File: config.mk
export PLATFORM = sky130hd
export DESIGN_NAME = cpu_mc
export DESIGN_NICKNAME = d
export VERILOG_FILES = /design/src/rtl/cpu_pkg.sv /design/src/rtl/reg_file_p.sv /design/src/rtl/cpu_mc.sv
export SDC_FILE = /design/constraint.sdc
export NUM_CORES = 1
export LEC_CHECK = 0
export CORE_MARGIN = 4
export CORE_UTILIZATION = 36
export DETAILED_ROUTE_END_ITERATION = 10
export GPL_ROUTABILITY_DRIVEN = 0
export SKIP_CTS_REPAIR_TIMING = 1
export SLEW_MARGIN = 20
export SYNTH_ARGS = -nofsm -noshare
export SYNTH_HDL_FRONTEND = slang
export SYNTH_SLANG_ARGS = --single-unit
File: constraint.sdc
create_clock -name CLK -period 12.2 [get_ports CLK]
set_input_delay 1.22 -clock CLK [delete_from_list [all_inputs] [get_ports CLK]]
set_output_delay 1.22 -clock CLK [all_outputs]
set_load 0.02 [all_outputs]
File: src/rtl/cpu_pkg.sv
// rtl/cpu_pkg.sv - shared opcode, FSM state and ALU-op encodings for cpu_mc
package cpu_pkg;

   localparam logic [7:0] OP_LOADI = 8'h00;
   localparam logic [7:0] OP_MOV   = 8'h01;
   localparam logic [7:0] OP_ADD   = 8'h02;
   localparam logic [7:0] OP_SUB   = 8'h03;
   localparam logic [7:0] OP_AND   = 8'h04;
   localparam logic [7:0] OP_OR    = 8'h05;
   localparam logic [7:0] OP_J     = 8'h06;
   localparam logic [7:0] OP_BEQ   = 8'h07;
   localparam logic [7:0] OP_LWD   = 8'h08;
   localparam logic [7:0] OP_LWI   = 8'h09;
   localparam logic [7:0] OP_SWD   = 8'h0A;
   localparam logic [7:0] OP_SWI   = 8'h0B;
   localparam logic [7:0] OP_BNE   = 8'h0C;
   localparam logic [7:0] OP_SLL   = 8'h0D;
   localparam logic [7:0] OP_SRL   = 8'h0E;
   localparam logic [7:0] OP_SRA   = 8'h0F;
   localparam logic [7:0] OP_ROR   = 8'h10;

   localparam logic [1:0] ST_FETCH = 2'd0;
   localparam logic [1:0] ST_EXEC  = 2'd1;
   localparam logic [1:0] ST_MEM   = 2'd2;
   localparam logic [1:0] ST_WB    = 2'd3;

   typedef enum logic [3:0] {
      ALU_PASS,
      ALU_ADD,
      ALU_SUB,
      ALU_AND,
      ALU_OR,
      ALU_SLL,
      ALU_SRL,
      ALU_SRA,
      ALU_ROR
   } alu_op_t;

   // Loads, stores, branches and undefined opcodes pass operand B through;
   // for memory ops that operand is the effective address.
   function automatic alu_op_t alu_op_of(input logic [7:0] op);
      case (op)
         OP_ADD:  return ALU_ADD;
         OP_SUB:  return ALU_SUB;
         OP_AND:  return ALU_AND;
         OP_OR:   return ALU_OR;
         OP_SLL:  return ALU_SLL;
         OP_SRL:  return ALU_SRL;
         OP_SRA:  return ALU_SRA;
         OP_ROR:  return ALU_ROR;
         default: return ALU_PASS;
      endcase
   endfunction

endpackage

File: src/rtl/reg_file_p.sv
// rtl/reg_file_p.sv - general register file, two async read ports, one sync write port
module reg_file_p #(
   parameter int DATA_W    = 8,
   parameter int REG_COUNT = 8
) (
   input  logic                         clk,
   input  logic                         rst_n,
   input  logic                         wr_en,
   input  logic [$clog2(REG_COUNT)-1:0] wr_addr,
   input  logic [DATA_W-1:0]            wr_data,
   input  logic [$clog2(REG_COUNT)-1:0] rd_addr1,
   output logic [DATA_W-1:0]            rd_data1,
   input  logic [$clog2(REG_COUNT)-1:0] rd_addr2,
   output logic [DATA_W-1:0]            rd_data2
);

   logic [DATA_W-1:0] regs [REG_COUNT];

   // Clear every register on reset, otherwise write one register per edge
   always_ff @(posedge clk or negedge rst_n) begin
      if (!rst_n) begin
         for (int i = 0; i < REG_COUNT; i++) regs[i] <= '0;
      end else if (wr_en) begin
         regs[wr_addr] <= wr_data;
      end
   end

   assign rd_data1 = regs[rd_addr1];
   assign rd_data2 = regs[rd_addr2];

endmodule

File: src/rtl/cpu_mc.sv
// rtl/cpu_mc.sv - multi-cycle CPU: FETCH/EXEC/MEM/WB FSM, ALU and branch unit
module cpu_mc
   import cpu_pkg::*;
#(
   parameter int DATA_W    = 8,
   parameter int REG_COUNT = 8,
   parameter int PC_W      = 32
) (
   input  logic              CLK,
   input  logic              RESET,
   output logic [PC_W-1:0]   PC,
   input  logic [31:0]       INSTRUCTION,
   input  logic              BUSYWAIT_INS,
   output logic              READ_MEM,
   output logic              WRITE_MEM,
   output logic [DATA_W-1:0] ADDRESS,
   output logic [DATA_W-1:0] WRITEDATA,
   input  logic [DATA_W-1:0] READDATA,
   input  logic              BUSYWAIT,
   output logic              ILLEGAL
);

   localparam int AW = $clog2(REG_COUNT);
   localparam int SW = $clog2(DATA_W);

   logic [1:0]        state;
   logic [31:0]       ir;
   logic [7:0]        opcode;
   logic [7:0]        amt;
   logic [DATA_W-1:0] rs1, rs2, imm_ext, op_b, alu_y;
   logic [DATA_W-1:0] alu_res, st_data, mem_data;
   logic              is_load, is_store, is_branch, legal, writes_reg;
   logic              br_cond, take_br;
   logic [PC_W-1:0]   pc_inc, br_off;
   logic              unused_src1_hi;

   assign opcode         = ir[31:24];
   assign amt            = ir[7:0];
   assign imm_ext        = DATA_W'($signed(ir[7:0]));
   assign pc_inc         = PC + PC_W'(4);
   assign br_off         = PC_W'($signed(ir[23:16]));
   assign unused_src1_hi = ^ir[15:8];

   reg_file_p #(
      .DATA_W    (DATA_W),
      .REG_COUNT (REG_COUNT)
   ) u_regs (
      .clk      (CLK),
      .rst_n    (RESET),
      .wr_en    ((state == ST_WB) && writes_reg),
      .wr_addr  (ir[16 +: AW]),
      .wr_data  (is_load ? mem_data : alu_res),
      .rd_addr1 (ir[8 +: AW]),
      .rd_data1 (rs1),
      .rd_addr2 (ir[0 +: AW]),
      .rd_data2 (rs2)
   );

   // Instruction class decode; immediate forms take operand B from the imm field
   always_comb begin
      is_load    = (opcode == OP_LWD) || (opcode == OP_LWI);
      is_store   = (opcode == OP_SWD) || (opcode == OP_SWI);
      is_branch  = (opcode == OP_J) || (opcode == OP_BEQ) || (opcode == OP_BNE);
      legal      = (opcode <= OP_ROR);
      writes_reg = legal && !is_store && !is_branch;
      op_b       = ((opcode == OP_LOADI) || (opcode == OP_LWI) || (opcode == OP_SWI)) ? imm_ext : rs2;
      br_cond    = (opcode == OP_J) ||
                   ((opcode == OP_BEQ) && (rs1 == rs2)) ||
                   ((opcode == OP_BNE) && (rs1 != rs2));
   end

   // ALU; shift amounts are the raw unsigned imm byte, rotate uses it mod DATA_W
   always_comb begin
      alu_y = op_b;
      case (alu_op_of(opcode))
         ALU_ADD:  alu_y = rs1 + op_b;
         ALU_SUB:  alu_y = rs1 - op_b;
         ALU_AND:  alu_y = rs1 & op_b;
         ALU_OR:   alu_y = rs1 | op_b;
         ALU_SLL:  alu_y = (32'(amt) >= DATA_W) ? '0 : (rs1 << amt);
         ALU_SRL:  alu_y = (32'(amt) >= DATA_W) ? '0 : (rs1 >> amt);
         ALU_SRA:  alu_y = $signed(rs1) >>> amt;
         ALU_ROR:  alu_y = DATA_W'({rs1, rs1} >> amt[SW-1:0]);
         default:  alu_y = op_b;
      endcase
   end

   // Main sequencer: one state per phase, memory phase held while BUSYWAIT is high
   always_ff @(posedge CLK or negedge RESET) begin
      if (!RESET) begin
         state    <= ST_FETCH;
         ir       <= '0;
         alu_res  <= '0;
         st_data  <= '0;
         mem_data <= '0;
         take_br  <= 1'b0;
         PC       <= '0;
         ILLEGAL  <= 1'b0;
      end else begin
         case (state)
            ST_FETCH: begin
               if (!BUSYWAIT_INS) begin
                  ir    <= INSTRUCTION;
                  state <= ST_EXEC;
               end
            end
            ST_EXEC: begin
               alu_res <= alu_y;
               st_data <= rs1;
               take_br <= br_cond;
               if (!legal) ILLEGAL <= 1'b1;
               state   <= (is_load || is_store) ? ST_MEM : ST_WB;
            end
            ST_MEM: begin
               if (!BUSYWAIT) begin
                  mem_data <= READDATA;
                  state    <= ST_WB;
               end
            end
            default: begin
               PC    <= take_br ? (pc_inc + (br_off << 2)) : pc_inc;
               state <= ST_FETCH;
            end
         endcase
      end
   end

   assign READ_MEM  = (state == ST_MEM) && is_load;
   assign WRITE_MEM = (state == ST_MEM) && is_store;
   assign ADDRESS   = alu_res;
   assign WRITEDATA = st_data;

endmodule

* Word level (Yosys, flattened, before mapping)
Memories as Yosys holds them, arrays and structs flattened.
Cells that the tools add are included.
** Word-level totals
- Register bits :: 156
- Bits in read-only memories :: 128
- Input bits :: 44
- Output and inout port bits :: 51
- Word-level logic and storage cells :: 108
- Memories kept :: 1
** Cells by class
- $add $sub $neg :: 4
- Order comparisons :: 6
- Eq/ne operators :: 22
- Shift-type cells :: 4
- Multiplexer cells :: 20
- Bitwise operators :: 8
- Reduce and logical (&&, ||, !) cells :: 27
** Memory list
- (no name shown) :: words 32, bits a word 4, rd ports 1, clocked after Yosys merged registers in 0, write ports 0, line cpu_pkg.sv:42 : case (op)
** Operator list (count)
- 2-to-1 mux 8 bit :: 9
- bitwise mux 64 bit :: 1
- case mux 8 bit (8 select lines) :: 1
- binary-select mux 8 bit (select 3 bit) :: 2
- equality test 8 x 4 -> 1 bit (second input constant) :: 5
- adder 32 x 3 -> 32 bit (second input constant) :: 1
- adder 32 bit :: 1
- 2-to-1 mux 32 bit :: 1
- demux 8 bit (select 3 bit) :: 1
- equality test 4 x 3 -> 1 bit (second input constant) :: 4
- equality test 8 x 3 -> 1 bit (second input constant) :: 2
- >> shifter 16 x 3 -> 8 bit :: 1
- >= comparator 4 bit (second input constant) :: 3
- inverter 3 -> 4 bit :: 3
- logical OR 1 bit :: 9
- adder 8 bit :: 1
- bitwise AND 8 bit :: 1
- equality test 4 x 2 -> 1 bit (second input constant) :: 2
- equality test 8 bit :: 1
- >= comparator 8 x 4 -> 1 bit (second input constant) :: 1
- less-or-equal comparator 8 x 5 -> 1 bit (second input constant) :: 1
- logical AND 1 bit :: 8
- zero test 8 bit :: 1
- != test 8 bit :: 1
- 21 further kinds :: 30

* Longest topological paths before layout
- Depth in word-level cells :: 8
- Gate-level depth with buffers :: 20
- Mapped depth without buffers :: 19

* Cells and area by module
Synthesis repeated with hierarchy kept, for this count alone.
** Unflattened totals
- Cell total of the unflattened synthesis :: 1110
- Area total of the unflattened synthesis :: 11148.2 sq um
** Modules (own cells, without submodules)
- cpu_mc :: instances 1, cells an instance 909, area each 7608.5 sq um, sequential area each 2127.0 sq um
- reg_file_p :: instances 1, cells an instance 201, area each 3539.6 sq um, sequential area each 1601.5 sq um

* Least setup slack after synthesis
Ideal clock, no wire load.
- Path type :: flip-flop to flip-flop
- Start point :: register PC[2]
- End point :: register PC[31]
- Library setup time :: 0.065 ns
- Arrival :: 4.009 ns
- Required time :: 12.135 ns
- Setup slack :: 8.126 ns
- Cell stages (with the launch flop) :: 19
- Buffers on the path :: 3
- Clock period less this slack :: 4.074 ns
- Path through :: dfrtp_1 > ha_1 > nand3_1 > nor2_1 > and3_1 > buf_2 > and2_1 > and3_1 > buf_2 > nand3_1 > xnor2_1 > ha_1 > clkbuf_1 > o211ai_1 > o31a_1 > a21oi_2 > xor2_1 > a2111oi_0 > a211o_1
** On the way
- Cells in the longest elaborated chain, start to end :: 3
** RTL lines
- start, declared :: line cpu_mc.sv:11 : output logic [PC_W-1:0] PC,
- start signal, assigned :: line cpu_mc.sv:121 : PC <= take_br ? (pc_inc + (br_off << 2)) : pc_inc;
- adder 32 x 3 -> 32 bit (*) :: line cpu_mc.sv:40 : assign pc_inc = PC + PC_W'(4);
- adder 32 bit :: line cpu_mc.sv:121
- 2-to-1 mux 32 bit (*) :: line cpu_mc.sv:121
Every way passes the cells marked *; elsewhere a longest branch is shown, timed or not.
A chain may end at the register's enable or synchronous reset.

* Worst setup path after layout
- Start point :: register ir[24]
- End point :: register alu_res[6] (netlist: ADDRESS[6])
** On the way
- Cells in the longest elaborated chain, start to end :: 6
- Elaborated cells between the ends (all ways) :: 21
- Classes of those cells :: add/sub: 2; eq/ne: 10; mux: 3; bitwise: 2; reduce/logical: 3; memory: 1
** RTL lines
- start, declared :: line cpu_mc.sv:27 : logic [31:0] ir;
- start signal, assigned :: line cpu_mc.sv:92 : ir <= '0;
- start signal, assigned :: line cpu_mc.sv:103 : ir <= INSTRUCTION;
- equality test 8 x 4 -> 1 bit or zero test 8 bit (tied branches) :: line cpu_mc.sv:66 : op_b = ((opcode == OP_LOADI) || (opcode == OP_LWI) || (opcode == OP_SWI)) ? imm_ext : rs2;
- logical OR 1 bit (2 in a row) :: line cpu_mc.sv:66
- 2-to-1 mux 8 bit :: line cpu_mc.sv:66
- subtractor 8 bit (tied with other cells) :: line cpu_mc.sv:77 : ALU_SUB: alu_y = rs1 - op_b;
- case mux 8 bit (8 select lines) (*) :: line cpu_mc.sv:75 : case (alu_op_of(opcode))
- end signal, assigned :: line cpu_mc.sv:108 : alu_res <= alu_y;
- end, declared :: line cpu_mc.sv:31 : logic [DATA_W-1:0] alu_res, st_data, mem_data;
Marks and branches as above.

==> impl_metrics.ini <==
[status]
outcome = finished, final reports clean

[worst_setup_path]
startpoint_type = flop
rr_worst_depth = 17
critPathCapture = ADDRESS[6]$_DFFE_PN0N_
required_ns = 12.52
cp_max_fo = 14
cp-startpoint = ir[24]$_DFFE_PN0P_
r2r-end = ADDRESS[6]$_DFFE_PN0N_
crit_type = reg2reg
critPathArrivalTime_ns = 5.41
r2r_setup_slack_ns = 7.11
reg2reg_from = ir[24]$_DFFE_PN0P_
cp-end-kind = flop

[power_and_ir_drop]
power_frac_clock_pct = 14.0
p_sw_uw = 1860
p_leak_uw = 0.00532
p_sw_share_pct = 47.9
combPwrFrac_pct = 61.8
internal_power_uw = 2030
vdd.ir_drop.worst_v = 0.000140
pwr-share-seq_pct = 24.2
p_per_area_mw_per_mm2 = 304

[yosys]
async_flop_share_pct = 100
synth_warnings = 0
syn-cell-area_sq_mm = 0.0109
synth-seq-area-share_pct = 34.1
ys_ff_latch = 149
netlist_instances = 1215
synth_edf_count = 0
syn_avg_cell_area_sq_um = 9.01
synth-main-ff-cell = dfrtp_1
yosysUniqueCellTypes = 82

[sta]
fin_skew_ns = 0.0135
tns_ns = 0
finalHoldViolations = 0
max_slew_margin_pct = 27.5
fin_crit_sh_pct = 41.7
fmax_mhz = 197
drv_slew = 0
rsz0062_at_grt = no
whs_ns = 0.491
tightest_slew_ns = 1.09
finalSetupViolCount = 0
period_minus_slack_ns = 5.09

[clocking]
path_clk_slew_ns = 0.08
cts_max_level = 4
root_buffer = clkbuf_16
clk_path_buf_depth = 2
cts.sinks = 149
cts_buffers = 17
insertion_delay_ns = 0.43
tritoncts = done

[finish]
final_cell_mix = nor2_1 (151), dfrtp_1 (148), a21oi_1 (144), nand2_1 (92)
syn_to_final_growth_pct = 16.8
drive_gt1_share_pct = 11.4
final_nets = 1360
stdcell_count = 1672
fillCellCount = 2914
diodes = 0
final_common_cell = nor2_1

[global_route]
overflow = 0
first_global_vias = 9162
antenna_found_initial = 0
grt.total_usage_pct = 18.9
grt_max_degree = 89
grt_pass1_wl_um = 50700

[placed_design]
port-buffer-count = 87
hpwlAfterDp_um = 22100
dp_cells = 1640

[hold_path]
hp-class = reg2reg

[drt]
drc = 0
vias = 9480
wl_um = 31500
ant_nets = 0
wl_per_cell_um = 18.8
drt_iter0_drc = 852
vias_per_cell = 5.67
dr.pass1.iters = 7

[floorplan]
rows = 63
die_y_um = 182
dieArea_sq_mm = 0.0333
coreArea_sq_mm = 0.0298
initial_utilization_pct = 36.7
ios = 95
die_x_um = 182

[flow_run]
drv_cap = 0
critical path: stages (launching register included):
cell and delay (ns):
dfrtp_1 0.60, nor3_1 0.37, a21oi_1 0.09, nor3_2 0.81
o21ai_1 0.43, ha_1 0.40, a21oi_1 0.12, fa_1 0.45
a21o_1 0.17, a21oi_1 0.22, o21bai_1 0.10, a21oi_1 0.19
xnor2_1 0.09, a22oi_1 0.20, o311ai_1 0.14, a31oi_1 0.16
o211ai_1 0.18, a22o_1 0.23
metrics by stage:
stage	util (%)	cell area [sq um]	total power, uW	setup WS [ns]
CTS	42.8	12800	3880	7.30
finish	42.9	12800	3890	7.11
global route	42.9	12800	4200	6.90
floorplan	-	10900	2690	8.13
global placement	40.7	12100	3280	7.38
detailed placement	40.8	12100	3320	7.32
synth_stat cells, drive strengths merged, types with 3 or more instances:
master / number / area share, %
a2111oi: 3 / 0.31
a211oi: 9 / 0.66
a21boi: 4 / 0.27
a21o: 19 / 1.3
a21oi: 145 / 6.7
a221o: 3 / 0.27
a221oi: 6 / 0.54
a22o: 5 / 0.40
a22oi: 9 / 0.62
a31o: 3 / 0.24
a31oi: 13 / 0.80
a32oi: 3 / 0.24
and2: 9 / 0.51
and3: 21 / 1.2
and4: 3 / 0.24
buf: 18 / 1.2
clkbuf: 51 / 1.7
dfrtp: 149 / 34
ha: 45 / 5.1
inv: 26 / 0.89
mux2: 47 / 4.9
mux2i: 29 / 3.0
mux4: 32 / 6.9
nand2: 92 / 3.2
nand2b: 8 / 0.46
nand3: 28 / 1.3
nand4: 5 / 0.29
nor2: 154 / 5.3
nor2b: 13 / 0.74
nor3: 20 / 1.1
nor3b: 10 / 0.69
nor4: 7 / 0.46
o211ai: 7 / 0.48
o21a: 5 / 0.34
o21ai: 92 / 4.2
o21bai: 3 / 0.21
o22ai: 6 / 0.34
o2bb2ai: 3 / 0.24
o31a: 4 / 0.32
o31ai: 4 / 0.27
or2: 3 / 0.17
or3: 6 / 0.34
xnor2: 42 / 3.4
xor2: 29 / 2.3
per-layer routing:
layer / wire length [um] / up-vias / GRT usage, %
li1: - / 4550 / -
met4: 395 / 0 / 4.32
met2: 14900 / 310 / 31.0
met5: 0 / - / 0
met3: 1820 / 32 / 2.69
met1: 14400 / 4588 / 26.7
state kept, by name, indices dropped and copies added (netlist names):
signal       flops
state            2
ADDRESS          8
ILLEGAL          1
mem_data         8
take_br          1
WRITEDATA        8
u_regs.regs     64
PC              30
ir              27
how the worst min path moves through the flow:
stage / slack [ns] / startpoint / depth (start not counted) / endpoint
after floorplan: 0.48 / mem_data[0]$_DFFE_PN0P_ / 1 / mem_data[0]$_DFFE_PN0P_
after global placement: 0.48 / ILLEGAL$_DFFE_PN0P_ / 1 / ILLEGAL$_DFFE_PN0P_
final: 0.49 / ILLEGAL$_DFFE_PN0P_ / 1 / ILLEGAL$_DFFE_PN0P_
after global routing: 0.50 / ILLEGAL$_DFFE_PN0P_ / 1 / ILLEGAL$_DFFE_PN0P_
after detailed placement: 0.48 / ILLEGAL$_DFFE_PN0P_ / 1 / ILLEGAL$_DFFE_PN0P_
after CTS: 0.49 / ILLEGAL$_DFFE_PN0P_ / 1 / ILLEGAL$_DFFE_PN0P_
power groups by stage:
stage | clock network [uW] | logic (uW) | registers (uW)
floorplan | 0 | 1770 | 917
detailed placement | 0 | 2380 | 942
global placement | 0 | 2350 | 934
finish | 546 | 2400 | 940
CTS | 556 | 2390 | 934
global route | 578 | 2650 | 974
cells by family (layout without fill, tap and decap cells):
group	after synthesis	after routing	share of synthesized area, %
AND/OR/NAND/NOR	387	387	16.5
AO/OA/AOI/OAI	356	356	19.5
flip-flops	149	149	34.1
multiplexers	108	108	14.8
buffers and inverters	96	162	3.83
XOR/XNOR	71	71	5.68
adder cells (fa/ha/maj)	47	47	5.51
other	1	2	0.0343
cell type report:
type	instances	area [sq um]	area share (%)
Tap cell	390	488	3.82
Timing Repair Buffer	103	992	7.76
Clock inverter	15	194	1.52
Clock buffer	17	425	3.33
Multi-Input combinational cell	971	6850	53.6
Inverter	27	101	0.793
Sequential cell	149	3730	29.2
Note: power is estimated with default switching activity, not from simulation.
